File: config.mk
export PLATFORM = sky130hd
export DESIGN_NAME = acl2_spi_target_emulator
export DESIGN_NICKNAME = d
export VERILOG_FILES = /design/src/rtl/acl2_spi_target_emulator.sv
export SDC_FILE = /design/constraint.sdc
export NUM_CORES = 1
export LEC_CHECK = 0
export CAP_MARGIN = 20
export CORE_ASPECT_RATIO = 0.7
export CORE_MARGIN = 3
export CORE_UTILIZATION = 40
export DETAILED_ROUTE_END_ITERATION = 8
export PLACE_DENSITY_LB_ADDON = 0.08
export REMOVE_ABC_BUFFERS = 1
export SLEW_MARGIN = 20
export SYNTH_ARGS = -nofsm -noshare
export SYNTH_HDL_FRONTEND = slang
export SYNTH_SLANG_ARGS = --single-unit
File: constraint.sdc
create_clock -name i_clk_20mhz -period 5.6 [get_ports i_clk_20mhz]
set_input_delay 0.84 -clock i_clk_20mhz [delete_from_list [all_inputs] [get_ports i_clk_20mhz]]
set_output_delay 0.84 -clock i_clk_20mhz [all_outputs]
set_load 0.1 [all_outputs]
File: src/rtl/acl2_spi_target_emulator.sv
// ADXL362-style SPI mode-0 register target for the PMOD ACL2 connector.
// Optional interrupt pins are built when ACL2_TGT_INT_EN is defined.
module acl2_spi_target_emulator #(
    parameter int parm_sck_ratio_min = 8,
    parameter int parm_addr_bits     = 6
) (
    input  logic                      i_clk_20mhz,
    input  logic                      i_rst_20mhz_n,
    input  logic                      ei_sck,
    input  logic                      ei_csn,
    input  logic                      ei_copi,
    output logic                      eo_cipo_o,
    output logic                      eo_cipo_t,
    input  logic [63:0]               i_meas_data,
    input  logic                      i_meas_valid,
    output logic                      o_wr_strobe,
    output logic [parm_addr_bits-1:0] o_wr_addr,
    output logic [7:0]                o_wr_data,
    output logic [7:0]                o_reg_power_ctl,
    output logic [7:0]                o_err_count,
    output logic                      eo_int1,
    output logic                      eo_int2
);
    localparam int AW = parm_addr_bits;
    localparam int NREG = 1 << AW;
    localparam logic [AW-1:0] ADDR_ONE = AW'(1);
    localparam int STATUS = 11;
    localparam int SOFT_RST = 31;
    localparam int POWER_CTL = 45;
    // Below this ratio the synchronizer delay eats the SCK half-period.
    localparam bit RATIO_OK = (parm_sck_ratio_min >= 8);

    typedef enum logic [2:0] {
        ST_IDLE, ST_CMD, ST_ADDR, ST_WRITE, ST_READ, ST_IGNORE
    } state_t;

    function automatic logic [7:0] reg_default(input int a);
        case (a)
            0:       return 8'hAD;
            1:       return 8'h1D;
            2:       return 8'hF2;
            3:       return 8'h01;
            44:      return 8'h13;
            default: return 8'h00;
        endcase
    endfunction

    function automatic logic is_meas(input logic [AW-1:0] a);
        int v = int'(a);
        return (v >= 14) && (v <= 21);
    endfunction

    function automatic logic is_ro(input logic [AW-1:0] a);
        int v = int'(a);
        return (v <= 3) || (v == STATUS) || is_meas(a);
    endfunction

    logic [2:0]    sck_sync_q, csn_sync_q;
    logic [1:0]    copi_sync_q;
    state_t        state_q, state_d;
    logic          rd_q, rd_d;
    logic [2:0]    bit_cnt_q, bit_cnt_d;
    logic [7:0]    shin_q, shin_d;
    logic [7:0]    shout_q, shout_d;
    logic [AW-1:0] addr_q, addr_d, addr_nxt;
    logic          cipo_o_q, cipo_o_d;
    logic          cipo_t_q, cipo_t_d;
    logic          wr_strobe_q, wr_strobe_d;
    logic [AW-1:0] wr_addr_q, wr_addr_d;
    logic [7:0]    wr_data_q, wr_data_d;
    logic [7:0]    err_q, err_d;
    logic          soft_rst_q, soft_rst_d;
    logic [7:0]    regs_q [NREG];
    logic [7:0]    regs_d [NREG];

    logic sck_rise, sck_fall, csn_s, csn_fall, copi_s, byte_done;
    logic [7:0] byte_in;

    assign sck_rise  = RATIO_OK && sck_sync_q[1] && !sck_sync_q[2];
    assign sck_fall  = RATIO_OK && !sck_sync_q[1] && sck_sync_q[2];
    assign csn_s     = csn_sync_q[1];
    assign csn_fall  = !csn_sync_q[1] && csn_sync_q[2];
    assign copi_s    = copi_sync_q[1];
    assign byte_in   = {shin_q[6:0], copi_s};
    assign byte_done = sck_rise && (bit_cnt_q == 3'd7);
    assign addr_nxt  = addr_q + ADDR_ONE;

    always_comb begin
        state_d     = state_q;
        rd_d        = rd_q;
        bit_cnt_d   = bit_cnt_q;
        shin_d      = shin_q;
        shout_d     = shout_q;
        addr_d      = addr_q;
        cipo_o_d    = cipo_o_q;
        cipo_t_d    = csn_s;
        wr_strobe_d = 1'b0;
        wr_addr_d   = wr_addr_q;
        wr_data_d   = wr_data_q;
        err_d       = err_q;
        soft_rst_d  = 1'b0;
        regs_d      = regs_q;
        if (soft_rst_q) begin
            for (int i = 0; i < NREG; i++) regs_d[i] = reg_default(i);
        end
        if (csn_s) begin
            state_d  = ST_IDLE;
            cipo_o_d = 1'b0;
        end else begin
            unique case (state_q)
                ST_IDLE: begin
                    if (csn_fall) begin
                        state_d   = ST_CMD;
                        bit_cnt_d = '0;
                        shout_d   = '0;
                    end
                end
                default: begin
                    if (sck_rise) begin
                        shin_d    = byte_in;
                        bit_cnt_d = bit_cnt_q + 3'd1;
                    end
                    if (sck_fall) begin
                        cipo_o_d = (state_q == ST_READ) && shout_q[7];
                        shout_d  = {shout_q[6:0], 1'b0};
                    end
                    if (byte_done) begin
                        case (state_q)
                            ST_CMD: begin
                                if (byte_in == 8'h0A || byte_in == 8'h0B) begin
                                    rd_d    = byte_in[0];
                                    state_d = ST_ADDR;
                                end else begin
                                    state_d = ST_IGNORE;
                                    if (err_q != 8'hFF) err_d = err_q + 8'd1;
                                end
                            end
                            ST_ADDR: begin
                                addr_d  = byte_in[AW-1:0];
                                state_d = rd_q ? ST_READ : ST_WRITE;
                                if (rd_q) shout_d = regs_q[byte_in[AW-1:0]];
                            end
                            ST_WRITE: begin
                                if (!is_ro(addr_q)) regs_d[addr_q] = byte_in;
                                wr_strobe_d = 1'b1;
                                wr_addr_d   = addr_q;
                                wr_data_d   = byte_in;
                                soft_rst_d  = (int'(addr_q) == SOFT_RST) &&
                                              (byte_in == 8'h52);
                                addr_d      = addr_nxt;
                            end
                            ST_READ: begin
                                if (is_meas(addr_q)) regs_d[STATUS][0] = 1'b0;
                                addr_d  = addr_nxt;
                                shout_d = regs_q[addr_nxt];
                            end
                            default: ;
                        endcase
                    end
                end
            endcase
        end
        // Applied last so a new sample beats a same-cycle DATA_READY clear.
        if (i_meas_valid) begin
            for (int k = 0; k < 8; k++) regs_d[14 + k] = i_meas_data[63 - 8*k -: 8];
            regs_d[STATUS][0] = 1'b1;
        end
    end

    always_ff @(posedge i_clk_20mhz) begin
        if (!i_rst_20mhz_n) begin
            sck_sync_q  <= '0;
            csn_sync_q  <= '1;
            copi_sync_q <= '0;
            state_q     <= ST_IDLE;
            rd_q        <= 1'b0;
            bit_cnt_q   <= '0;
            shin_q      <= '0;
            shout_q     <= '0;
            addr_q      <= '0;
            cipo_o_q    <= 1'b0;
            cipo_t_q    <= 1'b1;
            wr_strobe_q <= 1'b0;
            wr_addr_q   <= '0;
            wr_data_q   <= '0;
            err_q       <= '0;
            soft_rst_q  <= 1'b0;
            for (int i = 0; i < NREG; i++) regs_q[i] <= reg_default(i);
        end else begin
            sck_sync_q  <= {sck_sync_q[1:0], ei_sck};
            csn_sync_q  <= {csn_sync_q[1:0], ei_csn};
            copi_sync_q <= {copi_sync_q[0], ei_copi};
            state_q     <= state_d;
            rd_q        <= rd_d;
            bit_cnt_q   <= bit_cnt_d;
            shin_q      <= shin_d;
            shout_q     <= shout_d;
            addr_q      <= addr_d;
            cipo_o_q    <= cipo_o_d;
            cipo_t_q    <= cipo_t_d;
            wr_strobe_q <= wr_strobe_d;
            wr_addr_q   <= wr_addr_d;
            wr_data_q   <= wr_data_d;
            err_q       <= err_d;
            soft_rst_q  <= soft_rst_d;
            regs_q      <= regs_d;
        end
    end

    assign eo_cipo_o       = cipo_o_q;
    assign eo_cipo_t       = cipo_t_q;
    assign o_wr_strobe     = wr_strobe_q;
    assign o_wr_addr       = wr_addr_q;
    assign o_wr_data       = wr_data_q;
    assign o_reg_power_ctl = regs_q[POWER_CTL];
    assign o_err_count     = err_q;

`ifdef ACL2_TGT_INT_EN
    logic int1_q, int1_d, int2_q, int2_d;

    // Bit 7 of each INTMAP selects an active-low pin.
    always_comb begin
        int1_d = (regs_q[STATUS][0] & regs_q[42][0]) ^ regs_q[42][7];
        int2_d = (regs_q[STATUS][0] & regs_q[43][0]) ^ regs_q[43][7];
    end

    always_ff @(posedge i_clk_20mhz) begin
        if (!i_rst_20mhz_n) begin
            int1_q <= 1'b0;
            int2_q <= 1'b0;
        end else begin
            int1_q <= int1_d;
            int2_q <= int2_d;
        end
    end

    assign eo_int1 = int1_q;
    assign eo_int2 = int2_q;
`else
    assign eo_int1 = 1'b0;
    assign eo_int2 = 1'b0;
`endif
endmodule

=== Yosys cells after proc, flatten, opt, wreduce, memory -nomap -nowiden ===
Index checks and enable logic that the tools add are counted.

* Word-level logic and storage cells: 180
* Output and inout bits: 35
* Flip-flop bits (word level): 574
* Input port bits: 70

* Equal/unequal tests: 12
* Reduce and logical (&&, ||, !) cells: 32
* Muxes and demuxes: 37
* $add $sub $neg: 3
* $lt $le $gt $ge: 7
* Bitwise logic cells: 9

{| class="wikitable"
|+ Operators with widths
! kind !! count
|-
| 512-bit two-way mux || 5
|-
| 512-bit bitwise mux || 1
|-
| 416-bit two-way mux || 1
|-
| 8-bit binary-select mux with 6-bit select || 2
|-
| 95-bit two-way mux || 1
|-
| 8-bit two-way mux || 10
|-
| 64-bit two-way mux || 1
|-
| 8-bit demux with 6-bit select || 1
|-
| 3-bit two-way mux || 8
|-
| 7-bit >= comparator, second input constant || 3
|-
| 6-bit NOT with 7-bit output || 3
|-
| 8-bit by 4-bit equality test with 1-bit output, second input constant || 2
|-
| 8-bit one-hot mux with 2 select lines || 1
|-
| 6-bit one-hot mux with 2 select lines || 1
|-
| 3-bit AND reduction || 3
|-
| 8-bit by 1-bit adder with 8-bit output, second input constant || 1
|-
| 8-bit by 7-bit equality test with 1-bit output, second input constant || 1
|-
| 1-bit logical AND || 8
|-
| 8-bit != test, second input constant || 1
|-
| 4-bit AND reduction || 2
|-
| 7-bit by 1-bit less-than comparator with 1-bit output, second input constant || 1
|-
| 6-bit by 1-bit adder with 6-bit output, second input constant || 1
|-
| 3-bit by 2-bit equality test with 1-bit output, second input constant || 2
|-
| 3-bit equality test, second input constant || 2
|-
| other kinds (23) || 38
|}

=== Depth between registers and ports, before layout ===
Gate-level depths: netlist of run 1.

* Word-level depth: 12
* Gate-level depth with buffers: 15
* Gate-level depth less buffers: 9

=== Least setup slack after synthesis of run 1 ===
Ideal clock, no wire load.

* Path kind: flip-flop to flip-flop
* From: reg addr_q[0]
* To: reg shout_q[5]
* Setup slack: 2.598 ns
* Required time: 5.464 ns
* Period minus slack after synthesis: 3.002 ns
* Arrival time: 2.867 ns
* Buffers on the path: 7
* Setup time: 0.136 ns
* Stages on the path, launching flop included: 15
* Cell sequence: dfxtp_1 -> buf_2 -> inv_2 -> clkbuf_1 -> ha_1 -> buf_2 -> buf_2 -> buf_4 -> buf_4 -> buf_4 -> mux4_2 -> nand2_1 -> a21oi_1 -> nor4b_1 -> a32oi_1

* Longest elaborated chain between the ends: 8

{| class="wikitable"
|+ Ends and longest elaborated chain
! element !! line !! RTL
|-
| start: declaration || 65 || <nowiki>logic [AW-1:0] addr_q, addr_d, addr_nxt;</nowiki>
|-
| start signal: assignment || 198 || <nowiki>addr_q <= addr_d;</nowiki>
|-
| 6-bit by 1-bit adder with 6-bit output || 86 || <nowiki>assign addr_nxt = addr_q + ADDR_ONE;</nowiki>
|-
| 6-bit NOT with 7-bit output (implied by the code) || 155 || <nowiki>shout_d = regs_q[addr_nxt];</nowiki>
|-
| 8-bit binary-select mux with 6-bit select || 155 ||
|-
| 8-bit two-way mux (implied by the code) (2 in series) || 155 ||
|-
| 8-bit one-hot mux with 2 select lines || 128 || <nowiki>case (state_q)</nowiki>
|-
| 8-bit two-way mux || 127 || <nowiki>if (byte_done) begin</nowiki>
|-
| 8-bit two-way mux || 110 || <nowiki>unique case (state_q)</nowiki>
|-
| end signal: assignment || 197 || <nowiki>shout_q <= shout_d;</nowiki>
|-
| end: declaration || 64 || <nowiki>logic [7:0] shout_q, shout_d;</nowiki>
|}

Every way passes these cells. The select of a mux whose other input is x is not followed.
A chain may end at the register's enable or synchronous reset.

=== Worst setup path after layout of run 1 ===
* From: reg addr_q[1]
* To: reg shout_q[3]

Same word-level chain as after synthesis.

==> impl_metrics.csv, run 1 <==
group,metric,value,unit
run_status,outcome,"completed",
cts,cts_tree,"built",
sta,hold_viol,0,
hold_path,whs_path_depth,1,
synthesis,ys_ff_latch,573,
synthesis,syn_area_per_cell,9.19,sq um
sta,max_slew.worst_pin.slew,1140,ps
die,start_util,40.7,%
drt,drtIter0Drc,3440,
sta,worst_slack,1490,ps
place,globalplace.congestion,0.979,
drt,postRouteWirelength,124000,microns
critical_path,worstSetupStartpointType,"flip-flop",
sta,fin_skew,18.7,ps
sta,slew_headroom,23.8,%
cells_and_area,multiInputGateArea,18600,sq um
die,die_area,82500,sq um
critical_path,rr_startpoint,"addr_q[1]",
critical_path,path_max_fanout,15,
global_route,track_usage,29.5,%
cells_and_area,nFillCells,7440,
synthesis,synth_most_common_cell,"dfxtp_1",
cts,htreeDepth,2,
die,io_pins,105,
critical_path,cp_data_arrival_time,4630,ps
synthesis,synth_area,31600,sq um
global_route,grt_start_max_net_pins,198,
cells_and_area,area_delta_synth_final,11.4,%
sta,finalCriticalPeriod,4110,ps
global_route,grt_overflow,0,
synthesis,netlist.area_leader.share,36.3,%
drt,via_per_inst,6.34,
power,cellPowerDensity,244,nW/um^2
sta,finalMaxSlewViolations,0,
sta,rsz0062_at_grt,"no",
cells_and_area,fin_cells,4430,
synthesis,yosys_warnings,0,
sta,fmax,243,MHz
hold_path,hold_start,"csn_sync_q[0]",
hold_path,holdPathEnd,"csn_sync_q[1]",
global_route,grt_pass1_vias,26183,
drt,ant_nets,0,
sta,whs,431,ps
global_route,antenna_found_initial,2,
cts,cts_buffers,60,
die,die_h,241,microns
power,ir_drop,0.234,mV
sta,setup_tns,0,ps
cts,clockBufferDepth,3,
critical_path,rr_worst_depth,8,
drt,dr.pass1.iters,6,
synthesis,synth-edff-count,0,
die,rows,85,
cts,ctsHoldBuffers,0,
place,pre_cts_ws,1670,ps
synthesis,synthFlopType,"dfxtp_1",
critical_path,reg2reg_slack,1490,ps
drt,drc,0,
place,portBuffers,102,
synthesis,synthTopCellsByCount,"dfxtp_1 (573), a21oi_1 (425), nand2_1 (325)",
cells_and_area,drive_above_1_share,15.2,%
cells_and_area,antenna_cells,0,
synthesis,synth.area.top_cells,"dfxtp_1 (36%), mux4_2 (17%), a21oi_1 (6.7%), nor3b_1 (6.7%), nand2_1 (3.9%)",
cts,post_cts_buffers,0,
die,coreArea,77600,sq um
cts,cts_resized,0,
power,leakagePower,0.0111,uW
sta,setup_viol,0,
cells_and_area,postLayoutCoreUtil,45.4,%
global_route,grt_first_pass_wirelength,183000,microns
die,die_width,342,microns
place,place_hpwl,83000,microns
cells_and_area,seq_area,11500,sq um
cts,clock-root-buffer,"clkbuf_16",
critical_path,critPathRequiredTime,6120,ps
place,dp_cells,4320,
synthesis,yosysTopAreaCell,"dfxtp_1",
drt,vias,28073,
drt,wl_per_cell,28.0,microns
sta,fin_crit_sh,73.4,%
critical_path,r2r_end,"shout_q[3]",
flow_run,maxCapViolCount,0,
cts,cts.sinks,573,
synthesis,synthArstFlopShare,0,%
cts,clk_latency,650,ps
hold_path,hold_path.class,"reg -> reg",
critical_path,cp-end-kind,"flip-flop",
synthesis,yosysSeqAreaShare,36.3,%
critical_path,path_class,"reg -> reg",
cts,path_clk_slew,70,ps
cells_and_area,layout.nets,3415,
synthesis,yosysUniqueCellTypes,77,
synthesis,synthesis.instances,3441,
cell type report:
cell class / count / area share, %
multi-input combinational: 2496 / 52.7
sequential: 573 / 32.6
timing repair buffer: 192 / 5.12
clock buffer: 84 / 5.00
tap: 1044 / 3.71
clock inverter: 26 / 0.618
inverter: 15 / 0.188
per-layer routing:
layer,wire [microns],vias to the layer above,part of all wire [%],GRT usage [%]
met1,57300,13984,46,45.0
met5,13,-,0.010,0
met2,48900,1557,39,40.1
met4,2920,2,2.3,7.28
met3,15000,196,12,9.24
li1,-,12334,-,-
power by group:
part	switching, uW	internal, uW
combinational	180	137
clock	1810	2320
sequential	33.4	4100
total	2030	6560
worst max-delay path by stage:
| stage | cells after the start | endpoint | from |
|---|---|---|---|
| after floorplan | 4 | regs_q[202] | soft_rst_q |
| after global placement | 8 | regs_q[339] | addr_q[0] |
| after detailed placement | 8 | regs_q[342] | addr_q[0] |
| after CTS | 8 | regs_q[342] | addr_q[0] |
| after global routing | 8 | regs_q[336] | addr_q[0] |
| final | 8 | shout_q[3] | addr_q[1] |
kinds of logic (layout without fill, tap and decap cells):
| logic type | count (synthesis) | count (layout) | synth area share (%) |
|---|---|---|---|
| multiplexers | 332 | 332 | 19.8 |
| flip-flops | 573 | 573 | 36.3 |
| adder cells (fa/ha/maj) | 7 | 7 | 0.277 |
| XOR/XNOR | 11 | 11 | 0.328 |
| AND/OR/NAND/NOR | 1412 | 1412 | 24.1 |
| AO/OA/AOI/OAI | 732 | 732 | 14.0 |
| other | 1 | 2 | 0.0119 |
| buffers and inverters | 373 | 317 | 5.25 |
worst max-delay path, stage by stage, from the launching register on:
cell	delay, ps
dfxtp_1	640
ha_1	650
xor2_4	620
buf_4	380
mux4_2	350
a211oi_1	710
a31oi_1	190
a311oi_1	310
o21ai_0	100
flip-flops by register name, indices dropped and copies added (netlist names), 3 cells and up:
name and flops:
o_reg_power_ctl 8, csn_sync_q 3, state_q 3, bit_cnt_q 3
o_err_count 8, addr_q 6, o_wr_addr 6, regs_q 504
shin_q 7, sck_sync_q 3, shout_q 8, o_wr_data 8
cell usage in the layout, fill, tap and decap left out, types with 8 or more instances in the layout:
cell type | synthesis | final
a32o_1 | 11 | 11
nand3b_1 | 8 | 8
a22o_1 | 29 | 29
clkdlybuf4s50_1 | 0 | 100
clkbuf_1 | 214 | 8
buf_12 | 0 | 9
a21oi_1 | 425 | 425
nor3_1 | 42 | 42
buf_4 | 33 | 83
a21boi_0 | 41 | 41
nand2_1 | 325 | 325
clkbuf_8 | 0 | 15
o211ai_1 | 9 | 9
a32oi_1 | 19 | 19
a211oi_1 | 11 | 11
or3b_2 | 8 | 8
and2_1 | 38 | 38
clkbuf_16 | 0 | 61
mux2i_1 | 92 | 92
o21ai_0 | 57 | 57
clkinv_2 | 0 | 18
a22oi_1 | 42 | 42
mux4_2 | 235 | 235
nand4_1 | 14 | 14
nor3_2 | 22 | 20
nor2_1 | 287 | 284
or3_1 | 14 | 14
nand3_1 | 166 | 166
nor3b_1 | 281 | 281
o22ai_1 | 8 | 8
nor2b_1 | 143 | 143
dfxtp_1 | 573 | 563
nand2b_1 | 24 | 24
a31oi_1 | 16 | 16
per-stage QoR:
step	total power (uW)	area, sq um
after global placement	4530	33200
after floorplan	4390	30000
after CTS	8650	35200
final	8580	35200
after global routing	8840	35200
after detailed placement	4540	33200
Power figures use the tool's default switching activity.
==> inputs of run 2 (changes only) <==
Clock period 5.6 ns to 3.4 ns, I/O delays scaled along.
==> run 2 against run 1 <==
  * Global-route usage is 0.39 points higher
  * First-iteration DRC count increased by 10%
  * Routed wire length rose by 1.5%
  * Power up 66%
  * Largest cell class unchanged
==> impl_metrics.csv, run 2 (synthesis gave the netlist of run 1 again) <==
group,metric,value,unit
run_status,outcome,"completed",
cts,cts.sinks,573,
cts,clk_latency,660,ps
critical_path,crit_family,"compound AO/OA/AOI/OAI gates",
critical_path,path_max_fanout,29,
cts,cts_tree,"built",
drt,dr.pass1.iters,6,
cts,path_clk_slew,70,ps
sta,finalMaxSlewViolations,0,
sta,max_slew.worst_pin.slew,1070,ps
critical_path,r2r_end,"shout_q[7]",
sta,slew_headroom,28.2,%
critical_path,worstSetupStartpointType,"flip-flop",
critical_path,worstPathCellList,"ha_1 -> xnor2_2 -> buf_12 -> a2111oi_0 -> a31oi_1 -> nand4_1 -> a41oi_1 -> a211oi_1 -> o21ai_0",
global_route,grt_overflow,0,
global_route,grt_first_pass_wirelength,186000,microns
global_route,grt_pass1_vias,26994,
critical_path,reg2reg_slack,30,ps
cts,post_cts_buffers,0,
cells_and_area,drive_above_1_share,17.6,%
cells_and_area,multiInputGateArea,18600,sq um
hold_path,hold_start,"i_rst_20mhz_n",
critical_path,path_buf_inv,1,
die,rows,85,
drt,postRouteWirelength,126000,microns
cts,cts_buffers,59,
sta,fmax,296,MHz
cells_and_area,layout_common_cells,"dfxtp_1 (563), a21oi_1 (425), nand2_1 (325)",
critical_path,cp-end-kind,"flip-flop",
cts,ctsHoldBuffers,0,
global_route,grt_start_max_net_pins,180,
cells_and_area,largest_reg_flops,504,
critical_path,path_class,"reg -> reg",
critical_path,cp_slowest_cell,"xnor2_2",
sta,hold_viol,0,
sta,setup_tns,0,ps
critical_path,critPathRequiredTime,3990,ps
cts,htreeDepth,2,
sta,finalCriticalPeriod,3370,ps
die,die_width,342,microns
drt,via_per_inst,6.32,
cts,clockBufferDepth,3,
power,ir_drop,0.366,mV
drt,vias,28616,
critical_path,rr_worst_depth,9,
cells_and_area,nFillCells,7492,
die,die_h,241,microns
place,globalplace.congestion,0.947,
place,pre_cts_ws,73.4,ps
cells_and_area,regMostFlops,"regs_q",
place,place_hpwl,86900,microns
die,die_area,82500,sq um
cells_and_area,area_delta_synth_final,14.3,%
power,leakagePower,0.0117,uW
power,cellPowerDensity,395,nW/um^2
drt,drtIter0Drc,3786,
drt,wl_per_cell,27.8,microns
critical_path,slowest_delay,760,ps
sta,worst_slack,26.0,ps
hold_path,hold_path.class,"in -> reg",
drt,ant_nets,0,
die,coreArea,77600,sq um
drt,drc,0,
sta,fin_crit_sh,99.2,%
die,io_pins,105,
sta,fin_skew,22.8,ps
critical_path,cp_data_arrival_time,3970,ps
critical_path,rr_startpoint,"addr_q[1]",
hold_path,whs_path_depth,3,
cells_and_area,final_common_cell,"dfxtp_1",
cts,clock-root-buffer,"clkbuf_16",
place,portBuffers,102,
flow_run,maxCapViolCount,0,
cts,cts_resized,0,
die,start_util,40.7,%
cells_and_area,layout.nets,3515,
sta,rsz0062_at_grt,"no",
cells_and_area,seq_area,11500,sq um
global_route,antenna_found_initial,1,
sta,setup_viol,0,
hold_path,holdPathEnd,"regs_q[120]",
global_route,track_usage,29.9,%
## run 2: worst max path at each step
stage               start     endpoint  slack (ps)  cells past startpoint
4_1_cts         addr_q[1]   shout_q[2]          70                     10
2_1_floorplan  soft_rst_q  regs_q[202]       -7660                      4
3_5_place_dp    addr_q[1]   shout_q[2]          70                     10
3_3_place_gp    addr_q[1]   shout_q[2]         210                      9
5_1_grt         addr_q[1]   shout_q[2]          10                      9
6_report        addr_q[1]   shout_q[7]          30                      9
## run 2: per-layer routing
metal / wire length (microns) / part of all wire [%] / vias up / GRT usage (%)
li1: - / - / 12509 / -
met1: 59500 / 47 / 14375 / 47.0
met2: 50500 / 40 / 1559 / 41.4
met3: 13600 / 11 / 173 / 6.52
met4: 2410 / 1.9 / 0 / 6.44
met5: 0 / 0 / - / 0
## run 2: area by class of cell
type,instances,area share (%)
multi-input cells,2496,51.3
flip-flops and latches,573,31.8
repair buffers,293,7.42
clock buffers,92,4.99
well taps,1044,3.61
clock inverters,17,0.634
inverters,15,0.183
diodes,1,0.00692
## run 2: through the flow
stage | instances | power (uW) | hold slack (ps) | utilization (%) | area [sq um]
2_1_floorplan | 3084 | 7220 | 386 | - | 30000
3_3_place_gp | 4420 | 7480 | 394 | 43.9 | 34100
3_5_place_dp | 4420 | 7490 | 395 | 43.9 | 34100
4_1_cts | 4529 | 14400 | 154 | 46.5 | 36100
5_1_grt | 4530 | 14700 | 175 | 46.5 | 36100
6_report | 4531 | 14300 | 179 | 46.6 | 36100
## run 2: report_power, final
group | switching (uW) | total [uW] | internal, uW
logic | 300 | 537 | 237
clock network | 2940 | 6940 | 4000
registers | 49.8 | 6800 | 6750
## run 2: tightest hold or removal path: cells and delay by family
| kind | cells | cell delay [ps] |
|---|---|---|
| buffers and inverters | 2 | 230 |
| AND/OR/NAND/NOR | 1 | 40 |
